==> src/rtl/sensor_monitor_pkg.sv <==
// Shared types and constants for the irrigation sensor fault supervisor.
package sensor_monitor_pkg;

  typedef enum logic [1:0] {
    OK      = 2'd0,
    ACTIVE  = 2'd1,
    LATCHED = 2'd2
  } state_t;

  localparam int unsigned SN          = 0;
  localparam int unsigned SR          = 1;
  localparam int unsigned SP          = 2;
  localparam int unsigned NUM_SENSORS = 3;

  localparam logic [NUM_SENSORS-1:0] SENSOR_RESET_LEVEL = 3'b111;

endpackage

==> src/rtl/debouncer.sv <==
// Two-flop synchroniser plus consecutive-sample debounce filter for one switch.
module debouncer #(
  parameter int unsigned DEBOUNCE_CYCLES = 16
) (
  input  logic clk,
  input  logic rst_n,
  input  logic raw,
  output logic stable
);

  localparam int unsigned CW = (DEBOUNCE_CYCLES > 2) ? $clog2(DEBOUNCE_CYCLES) : 1;
  localparam logic [CW-1:0] CNT_LAST = CW'(DEBOUNCE_CYCLES - 1);

  logic          sync1;
  logic          sync2;
  logic [CW-1:0] cnt;

  always_ff @(posedge clk) begin
    if (!rst_n) begin
      sync1  <= 1'b1;
      sync2  <= 1'b1;
      stable <= 1'b1;
      cnt    <= '0;
    end else begin
      sync1 <= raw;
      sync2 <= sync1;
      // Accept the new level only on the Nth consecutive differing sample.
      if (sync2 != stable) begin
        if (cnt == CNT_LAST) begin
          stable <= sync2;
          cnt    <= '0;
        end else begin
          cnt <= cnt + 1'b1;
        end
      end else begin
        cnt <= '0;
      end
    end
  end

endmodule

==> src/rtl/sensor_monitor.sv <==
// Sensor fault supervisor: debounced switches, latched fault FSM, sticky mask, blinking alarm.
module sensor_monitor
  import sensor_monitor_pkg::*;
#(
  parameter int unsigned DEBOUNCE_CYCLES = 16,
  parameter int unsigned BLINK_HALF      = 25_000_000
) (
  input  logic       clk,
  input  logic       rst_n,
  input  logic [2:0] chaves_sensores,
  input  logic       ack,
  output logic [2:0] sensores_ok,
  output logic       erro,
  output logic       led_alarme,
  output logic [2:0] fault_mask
);

  localparam int unsigned BW = (BLINK_HALF > 1) ? $clog2(BLINK_HALF) : 1;
  localparam logic [BW-1:0] BLINK_LAST = BW'(BLINK_HALF - 1);

  state_t        state;
  state_t        state_next;
  logic          any_low;
  logic          ack_sync1;
  logic          ack_sync2;
  logic          ack_prev;
  logic          ack_edge;
  logic [BW-1:0] blink_cnt;

  for (genvar i = 0; i < NUM_SENSORS; i++) begin : g_db
    debouncer #(
      .DEBOUNCE_CYCLES(DEBOUNCE_CYCLES)
    ) u_debouncer (
      .clk   (clk),
      .rst_n (rst_n),
      .raw   (chaves_sensores[i]),
      .stable(sensores_ok[i])
    );
  end

  assign any_low = ~&sensores_ok;
  assign erro    = (state != OK);

  // The acknowledge edge is registered so the FSM acts on it one edge later.
  always_ff @(posedge clk) begin
    if (!rst_n) begin
      ack_sync1 <= 1'b0;
      ack_sync2 <= 1'b0;
      ack_prev  <= 1'b0;
      ack_edge  <= 1'b0;
    end else begin
      ack_sync1 <= ack;
      ack_sync2 <= ack_sync1;
      ack_prev  <= ack_sync2;
      ack_edge  <= ack_sync2 & ~ack_prev;
    end
  end

  always_comb begin
    state_next = state;
    unique case (state)
      OK:      if (any_low) state_next = ACTIVE;
      ACTIVE:  if (!any_low) state_next = LATCHED;
      LATCHED: begin
        if (any_low)       state_next = ACTIVE;
        else if (ack_edge) state_next = OK;
      end
      default: state_next = OK;
    endcase
  end

  always_ff @(posedge clk) begin
    if (!rst_n) begin
      state      <= OK;
      fault_mask <= '0;
      led_alarme <= 1'b0;
      blink_cnt  <= '0;
    end else begin
      state <= state_next;

      if (state_next == OK) fault_mask <= '0;
      else                  fault_mask <= fault_mask | ~sensores_ok;

      unique case (state_next)
        OK: begin
          led_alarme <= 1'b0;
          blink_cnt  <= '0;
        end
        ACTIVE: begin
          led_alarme <= 1'b1;
          blink_cnt  <= '0;
        end
        LATCHED: begin
          // Blink phase restarts lit on every fresh entry to LATCHED.
          if (state != LATCHED) begin
            led_alarme <= 1'b1;
            blink_cnt  <= '0;
          end else if (blink_cnt == BLINK_LAST) begin
            led_alarme <= ~led_alarme;
            blink_cnt  <= '0;
          end else begin
            blink_cnt <= blink_cnt + 1'b1;
          end
        end
        default: begin
          led_alarme <= 1'b0;
          blink_cnt  <= '0;
        end
      endcase
    end
  end

endmodule

==> config.mk <==
export PLATFORM = sky130hd
export DESIGN_NAME = sensor_monitor
export DESIGN_NICKNAME = d
export VERILOG_FILES = /design/src/rtl/sensor_monitor_pkg.sv /design/src/rtl/debouncer.sv /design/src/rtl/sensor_monitor.sv
export SDC_FILE = /design/constraint.sdc
export NUM_CORES = 1
export LEC_CHECK = 0
export ABC_AREA = 1
export CAP_MARGIN = 15
export CORE_ASPECT_RATIO = 1.25
export CORE_UTILIZATION = 53
export DETAILED_ROUTE_END_ITERATION = 10
export GPL_ROUTABILITY_DRIVEN = 1
export PLACE_DENSITY = 0.75
export SLEW_MARGIN = 20
export SYNTH_ARGS = -nofsm -noshare
export SYNTH_HDL_FRONTEND = slang
export SYNTH_SLANG_ARGS = --single-unit
==> constraint.sdc <==
create_clock -name clk -period 1.6 [get_ports clk]
set_clock_uncertainty 0.15 [all_clocks]
set_input_delay 0.4 -clock clk [delete_from_list [all_inputs] [get_ports clk]]
set_output_delay 0.4 -clock clk [all_outputs]
set_load 0.05 [all_outputs]
==> results.toml, run 1 <==
[route]
vias_per_cell = 4.829
drc_errors = 0
drt-total-wl_mm = 5.586
drtPass1Iterations = 4
vias = 2207
drt-initial-drc-count = 106
wl_per_cell_um = 12.22
ant_nets = 0

[synth]
netlist.top_cell.by_area = "dfxtp_1"
netlist_area_um2 = 2585
yosysSeqAreaShare = 0.4337
synth_seq_cells = 56
ys_warn_count = 0
ys_types = 26
syn_area_per_cell_um2 = 7.407
synth_area_leaders = "dfxtp_1, nand2_1, nor2_1, inv_1, nor2_2"
synth_top_area_frac = 0.4337
synth_nets = 362
synth_common_cells = "nand2_1, nor2_1, dfxtp_1"
synth-main-ff-cell = "dfxtp_1"
synthArstFlopShare = 0
post-synth-top-count-cell = "nand2_1"
synth_cells = 349
synth-edff-count = 0

[sta]
fmax_ghz = 0.5583
setup-violations-final = 30
drv_slew = 0
worstMarginPinSlew_ps = 386.0
hold_viol_final = 0
fin_ws_ps = -191.1
timing.final.crit_period_ps = 1791
grt_setup_unrepaired = "yes"
min_period_over_period = 1.119
maxSlewHeadroom = 0.7417
fin_setup_tns_ps = -4574

[final_layout]
area_delta_synth_final_pct = 30.25
fin_nets = 409
fill_cells = 355
drive_above_1_share = 0.2746
stdcell_count = 457
antenna_cells = 0
fin_area_um2 = 3367
utilization = 0.7172

[power_and_ir_drop]
p_seq_frac = 0.591
combPwrFrac = 0.019
clock_power_share = 0.390
cellLeakagePower_nw = 1.305
p_switching_w = 0.0004922
ir_drop_v = 0.0006695
power.density_nw_per_um2 = 709.2
sw_frac_of_total = 0.2061
internal_power_w = 0.001896

[cts]
root_buffer = "clkbuf_8"
clock_sinks = 56
cts.htree.levels = 2
clockBufferDepth = 2
tritoncts = "built"
clk_pin_slew_worst_paths_ps = 100
clock_latency_ps = 310
cts_made_buffers = 5

[setup_path]
start_kind = "flip-flop"
crit_fanout = 7
cp_top_family = "simple AND/OR/NAND/NOR gates"
crit_path_end_kind = "flip-flop"
critPathSlowestCell = "dfxtp_2"
slowest_delay_ps = 360
cp_cell_sequence = "inv_2, o21ai_1, inv_1, nor3_4, ha_2, and3_4, nand3_4, buf_12, nor2_4"
cp.required_ps = 1710
reg2reg_from = "state[1]$_SDFF_PN0_"
critical_path_arrival_ps = 1900
crit_type = "reg -> reg"
startpoint = "state[1]$_SDFF_PN0_"
critPathBufInv = 3

[floorplan]
die_y_um = 80.08
num_rows = 28
die_w_um = 64.47
start_util = 0.5506
coreArea_um2 = 4695
dieArea_um2 = 5162
pin_count = 14

[place]
dp_hpwl_mm = 3.549
place_area_um2 = 2995
dp_cells = 437
globalplace.congestion = 0.8450
port_buffers = 13

[global_routing]
grt_max_degree = 26
grt_pass1_wl_mm = 8.142
antenna_found_initial = 0
grt_overflow = 0
grt_pass1_vias = 2011
track_usage = 0.2054

[hold_path]
hold_path_class = "reg -> reg"
min_from = "ack_prev$_SDFF_PN0_"

[run_status]
violations = "negative setup slack"
status = "complete, but fails checks"

[job]
drv_cap = 0
## cell usage in the layout, fill, tap and decap left out, drive strengths merged, types with 7 or more instances in the layout
master and count:
nand2 77, nor2 75, dfxtp 56, inv 52, buf 38, nand3 20
xor2 10, a21oi 10, xnor2 9, clkbuf 8, or2 7, ha 7
## metal layers
layer	part of all wire	track usage	up-vias
met1	0.41	0.2162	1003
met2	0.53	0.3905	38
met4	0.030	0.08000	0
met5	0	0	-
li1	-	-	1151
met3	0.028	0.04403	15
## flip-flops by register name (all words and copies together) (netlist names)
| register | cells |
|---|---|
| blink_cnt | 25 |
| g_db.u_debouncer.cnt | 12 |
| fault_mask | 3 |
| g_db.u_debouncer.stable | 3 |
| g_db.u_debouncer.sync1 | 3 |
| g_db.u_debouncer.sync2 | 3 |
| state | 2 |
| ack_edge | 1 |
| ack_prev | 1 |
| ack_sync1 | 1 |
| ack_sync2 | 1 |
| led_alarme | 1 |
## cell families after synthesis
| logic type | after synthesis | synth area share |
|---|---|---|
| buffers and inverters | 59 | 0.1007 |
| XOR/XNOR | 19 | 0.06438 |
| adder cells (fa/ha/maj) | 7 | 0.03388 |
| flip-flops | 56 | 0.4337 |
| AND/OR/NAND/NOR | 190 | 0.3296 |
| AO/OA/AOI/OAI | 18 | 0.03775 |
## worst reg2reg max path: cells and delay by family (launching register included)
family	cells	cell delay (ps)
DFF	1	360
AOI/OAI and AO/OA	1	130
and+or+nand+nor	4	570
buffers and inverters	3	320
adders and majority gates	1	210
## timing repair
| action | 4_1_cts | 5_1_grt |
|---|---|---|
| buffers inserted | 3 | 7 |
| gates cloned | 0 | 3 |
| pin swaps | 2 | 7 |
| hold buffers | 0 | 0 |
| gates resized for setup | 6 | 31 |
| setup endpoints to repair | 29 | 34 |
## metrics by stage
stage          total power (W)  hold WS [ps]  setup WS [ps]
3_5_place_dp          0.001481         238.8         -217.0
5_1_grt               0.002469         284.3         -298.5
4_1_cts               0.002395         252.8         -131.0
3_3_place_gp          0.001479         228.0         -154.6
6_report              0.002388         252.2         -191.1
2_1_floorplan         0.001460         218.0         -48.83
## path summary, 6_finish.rpt
path                                                 end  slack [ps]  depth (start not counted)
worst min register to register       ack_edge$_SDFF_PN0_         250                          1
worst max-delay path            blink_cnt[11]$_SDFF_PP0_        -190                          9
worst min-delay path                 ack_edge$_SDFF_PN0_         250                          1
worst max register to register  blink_cnt[11]$_SDFF_PP0_        -190                          9
## power groups by stage
stage / Clock, W / Combinational, W / Sequential (W)
2_1_floorplan: 0 / 0.0000182 / 0.00144
3_3_place_gp: 0 / 0.0000364 / 0.00144
3_5_place_dp: 0 / 0.0000373 / 0.00144
4_1_cts: 0.000946 / 0.0000379 / 0.00141
5_1_grt: 0.00100 / 0.0000517 / 0.00141
6_report: 0.000930 / 0.0000463 / 0.00141
## final cells by class
cell class                 count  area, µm²  share of cell area
multi-input combinational    234       1336              0.3969
clock buffer                   5      68.82             0.02044
sequential                    56       1127              0.3348
inverter                      53      202.7             0.06020
timing repair buffer          46      514.2              0.1527
clock inverter                 3      42.54             0.01263
tap                           60      75.07             0.02230
No activity file was read; power rests on OpenSTA's default activity.
==> run 2, diff against run 1 <==
REMOVE_ABC_BUFFERS = 1   (was not set)
==> results.toml, run 2 (synthesized netlist as in run 1, its figures left out) <==
[cts]
cts_made_buffers = 5
clock_latency_ps = 300
cts_hold_buf = 0
root_buffer = "clkbuf_8"
tritoncts = "built"
clockBufferDepth = 2
clk_pin_slew_worst_paths_ps = 90
clock_sinks = 56
cts.htree.levels = 2

[sta]
timing.final.crit_period_ps = 1800
worstMarginPinSlew_ps = 425.6
fmax_ghz = 0.5555
setup-violations-final = 28
fin_ws_ps = -200.1
grt_setup_unrepaired = "yes"
drv_slew = 0
maxSlewHeadroom = 0.7160
hold_viol_final = 0
fin_setup_tns_ps = -4550
min_period_over_period = 1.125
holdWs_ps = 241.1

[final_layout]
area_delta_synth_final_pct = 29.77
largest_register_ff_count = 25
drive_above_1_share = 0.2628
mostFrequentLayoutCells = "nand2_1, dfxtp_1, nor2_1"
reg_top3 = "blink_cnt x25, g_db.u_debouncer.cnt x12"
top_register = "blink_cnt"
fin_area_um2 = 3354
layout_commonest_cell = "nand2_1"
fill_cells = 374
fin_nets = 405
antenna_cells = 0
utilization = 0.7146

[global_routing]
grt_max_degree = 26
grt_pass1_wl_mm = 8.459
track_usage = 0.2136
grt_pass1_vias = 2061
antenna_found_initial = 0
grt_overflow = 0

[route]
drtPass1Iterations = 4
drt-initial-drc-count = 108
drt-total-wl_mm = 5.423
wl_per_cell_um = 12.00
ant_nets = 0
vias = 2214
vias_per_cell = 4.898
drc_errors = 0

[run_status]
violations = "negative setup slack"
status = "complete, but fails checks"

[setup_path]
critical_path_arrival_ps = 1890
critPathBufInv = 1
crit_fanout = 6
crit_type = "reg -> reg"
crit_path_end_kind = "flip-flop"
start_kind = "flip-flop"
cp_top_family = "simple AND/OR/NAND/NOR gates"
cp.required_ps = 1690
critPathSlowestCell = "dfxtp_1"
slowest_delay_ps = 360
cp_cell_sequence = "nand3_2, nor3_4, ha_2, and3_4, nand3_4, clkbuf_16, nor2_1"

[floorplan]
coreArea_um2 = 4695
start_util = 0.5506
die_y_um = 80.08
num_rows = 28
pin_count = 14
dieArea_um2 = 5162
die_w_um = 64.47

[power_and_ir_drop]
power.density_nw_per_um2 = 670.7
ir_drop_v = 0.0007944
cellLeakagePower_nw = 1.294

[place]
dp_hpwl_mm = 3.512
place_area_um2 = 2987
dpl_worst_slack_ps = -220.9
globalplace.congestion = 0.8699
port_buffers = 13

[hold_path]
hold_path_class = "reg -> reg"

[job]
drv_cap = 0
==> run 2: area by class of cell <==
class | instances | area [µm²] | area share
clock buffers | 7 | 96.34 | 0.02872
inverters | 53 | 203.9 | 0.06080
multi-input cells | 234 | 1365 | 0.4069
flip-flops and latches | 56 | 1124 | 0.3350
well taps | 60 | 75.07 | 0.02238
repair buffers | 42 | 490.5 | 0.1462
==> run 2: worst reg2reg max path, delay by kind of cell, from the launching register on <==
family	cells	cell delay, ps
adder cells (fa/ha/maj)	1	230
buffers and inverters	1	210
flip-flops	1	360
AND/OR/NAND/NOR	5	800
==> run 2: stage by stage <==
step / total power (W) / std cells
2_1_floorplan: 0.001460 / 343
3_3_place_gp: 0.001481 / 438
3_5_place_dp: 0.001484 / 438
4_1_cts: 0.002274 / 447
5_1_grt: 0.002344 / 452
6_report: 0.002250 / 452
==> run 2: worst paths after layout <==
kind	end	slack, ps	cells past startpoint	from
worst max-delay path	blink_cnt[1]$_SDFF_PP0_	-200	7	g_db[1].u_debouncer.stable$_SDFFE_PN1P_
worst min-delay path	ack_edge$_SDFF_PN0_	240	1	ack_prev$_SDFF_PN0_
worst max register to register	blink_cnt[1]$_SDFF_PP0_	-200	7	g_db[1].u_debouncer.stable$_SDFFE_PN1P_
worst min register to register	ack_edge$_SDFF_PN0_	240	1	ack_prev$_SDFF_PN0_
==> run 2: metal layers <==
layer,vias to the layer above,track usage,part of all wire
met5,-,0,0
met4,0,0.07556,0.021
met3,15,0.04119,0.027
met2,44,0.4084,0.55
met1,1008,0.2289,0.40
li1,1147,-,-
==> run 2: report_power, final <==
| part | total, W | internal (W) | switching (W) |
|---|---|---|---|
| registers | 0.00141 | 0.00141 | 0.00000574 |
| logic | 0.0000405 | 0.0000224 | 0.0000181 |
| clock network | 0.000798 | 0.000386 | 0.000412 |
| total | 0.00225 | 0.00181 | 0.000436 |
==> run 2: repair_timing <==
| item | CTS | global route |
|---|---|---|
| cloned | 0 | 3 |
| endpoints found under the setup margin | 30 | 30 |
| buffers inserted | 4 | 3 |
| hold endpoints to repair | 0 | 0 |
| pin swaps | 6 | 12 |
| resized for setup | 21 | 31 |
==> run 3, diff against run 2 <==
ABC_AREA = not set   (was 1)
CORE_UTILIZATION = 52   (was 53)
PLACE_DENSITY = 0.74   (was 0.75)
==> results.toml, run 3 <==
[final_layout]
layout_commonest_cell = "dfxtp_1"
largest_register_ff_count = 25
utilization = 0.7239
reg_top3 = "blink_cnt x25, g_db.u_debouncer.cnt x12"
top_register = "blink_cnt"
area_delta_synth_final_pct = 35.02
antenna_cells = 0
mostFrequentLayoutCells = "dfxtp_1, buf_4, nor2_1"
fin_area_um2 = 3179
drive_above_1_share = 0.3214
fin_nets = 320
stdcell_count = 366

[route]
wl_per_cell_um = 12.74
vias = 1965
ant_nets = 0
drt-total-wl_mm = 4.663
drc_errors = 0
drtPass1Iterations = 4
vias_per_cell = 5.369
drt-initial-drc-count = 73

[place]
dp_hpwl_mm = 3.109
port_buffers = 13
place_area_um2 = 2872
globalplace.congestion = 0.8058
dp_cells = 349

[cts]
clock_sinks = 56
clk_pin_slew_worst_paths_ps = 100
tritoncts = "built"
cts.htree.levels = 2
cts_hold_buf = 0
cts_made_buffers = 5
root_buffer = "clkbuf_8"
clockBufferDepth = 2
clock_latency_ps = 310

[synth]
synth_seq_cells = 56
synth_area_leaders = "dfxtp_1, xor2_1, nand3_1, nor2_1, ha_1"
post-synth-top-count-cell = "dfxtp_1"
ys_types = 36
synth_common_cells = "dfxtp_1, nor2_1, nand3_1"
synth_cells = 249
synth_top_area_frac = 0.4761
synth-main-ff-cell = "dfxtp_1"
synth-edff-count = 0
syn_area_per_cell_um2 = 9.457
yosysSeqAreaShare = 0.4761
synthArstFlopShare = 0
netlist.top_cell.by_area = "dfxtp_1"
ys_warn_count = 0
netlist_area_um2 = 2355

[global_routing]
grt_pass1_wl_mm = 7.762
grt_max_degree = 26
track_usage = 0.2011
grt_overflow = 0
grt_pass1_vias = 1957
antenna_found_initial = 0

[sta]
worstMarginPinSlew_ps = 337.6
grt_setup_unrepaired = "yes"
fmax_ghz = 0.5936
maxSlewHeadroom = 0.7745
timing.final.crit_period_ps = 1685
drv_slew = 0
min_period_over_period = 1.053
setup-violations-final = 27
hold_viol_final = 0
fin_ws_ps = -84.74

[floorplan]
start_util = 0.5362
dieArea_um2 = 4803
coreArea_um2 = 4392
num_rows = 27
pin_count = 14
die_y_um = 77.24
die_w_um = 62.19

[power_and_ir_drop]
cellLeakagePower_nw = 1.245
power.density_nw_per_um2 = 705.9
finalPower_w = 0.002244
ir_drop_v = 0.0005088

[run_status]
status = "complete, but fails checks"
violations = "negative setup slack"

[hold_path]
holdPathEnd = "ack_edge$_SDFF_PN0_"
hold_path_class = "reg -> reg"
holdPathStages = 1
min_from = "ack_prev$_SDFF_PN0_"

[setup_path]
cp_cell_sequence = "ha_4, and4_4, inv_1, or4_1, a21oi_1"
crit_type = "reg -> reg"
reg2reg_depth = 5
critical_path_arrival_ps = 1770
reg2reg_from = "blink_cnt[0]$_SDFF_PP0_"
slowest_delay_ps = 500
r2r_setup_slack_ps = -80
crit_path_end_kind = "flip-flop"
critPathSlowestCell = "or4_1"
r2r-end = "blink_cnt[20]$_SDFF_PP0_"
crit_fanout = 5
start_kind = "flip-flop"
startpoint = "blink_cnt[0]$_SDFF_PP0_"
cp.required_ps = 1690

[job]
drv_cap = 0
## run 3: cell count changes in the layout (fill, tap and decap cells not counted), sizes merged, moves of 6 or more
cell / change
and3: +6
buf: +22
inv: -42
nand2: -67
nand2b: +7
nor2: -50
or2: -6
or3: +7
xor2: +6
## run 3: how the worst max path moves through the flow
stage                          endpoint  slack (ps)  depth (start not counted)
6_report       blink_cnt[20]$_SDFF_PP0_         -80                          5
5_1_grt        blink_cnt[24]$_SDFF_PP0_        -150                          8
4_1_cts        blink_cnt[24]$_SDFF_PP0_         -60                          4
3_5_place_dp   blink_cnt[24]$_SDFF_PP0_        -250                          5
3_3_place_gp   blink_cnt[22]$_SDFF_PP0_        -190                          5
2_1_floorplan  blink_cnt[10]$_SDFF_PP0_        -470                          7
## run 3: critical path, delay by kind of cell, from the launching register on
kind | cells | cell delay (ps)
flip-flops | 1 | 360
adder cells (fa/ha/maj) | 1 | 130
AO/OA/AOI/OAI | 1 | 170
buffers and inverters | 1 | 60
AND/OR/NAND/NOR | 2 | 750
## run 3: area by class of cell
type,count,area (µm²)
Clock buffer,6,82.58
Fill cell,294,1212
Clock inverter,2,15.01
Inverter,11,41.29
Multi-Input combinational cell,171,1220
Sequential cell,56,1140
Tap cell,58,72.57
Timing Repair Buffer,62,608.1
## run 3: timing repair
action	in CTS	in global routing
setup endpoints to repair	27	30
setup buffers	4	5
endpoints found under the hold margin	0	0
pin swaps	10	5
gates resized for setup	24	19
## run 3: routing by layer
metal / wire (µm) / share of wire / up-vias / GRT usage
li1: - / - / 978 / -
met1: 1863 / 0.40 / 949 / 0.2060
met2: 2585 / 0.55 / 29 / 0.3879
met3: 146 / 0.031 / 9 / 0.04018
met4: 68 / 0.015 / 0 / 0.08605
met5: 0 / 0 / - / 0
## run 3: through the flow
| stage | setup slack, ps | hold slack (ps) | TNS (ps) |
|---|---|---|---|
| floorplan | -467.7 | 217.4 | -11900 |
| global placement | -189.4 | 222.1 | -3178 |
| detailed placement | -249.1 | 237.4 | -4165 |
| CTS | -56.34 | 244.9 | -662.5 |
| global route | -152.3 | 262.2 | -3123 |
| finish | -84.74 | 237.7 | -986.6 |
## run 3: power breakdown
part,switching [W],internal (W),total (W)
Sequential,0.00000542,0.00140,0.00141
Clock,0.000446,0.000351,0.000797
Combinational,0.0000173,0.0000226,0.0000399
## run 3: logic make-up after synthesis
kind of cell / synth area share
adder cells (fa/ha/maj): 0.03719
flip-flops: 0.4761
multiplexers: 0.02125
buffers and inverters: 0.04569
AO/OA/AOI/OAI: 0.08236
XOR/XNOR: 0.07439
AND/OR/NAND/NOR: 0.2630
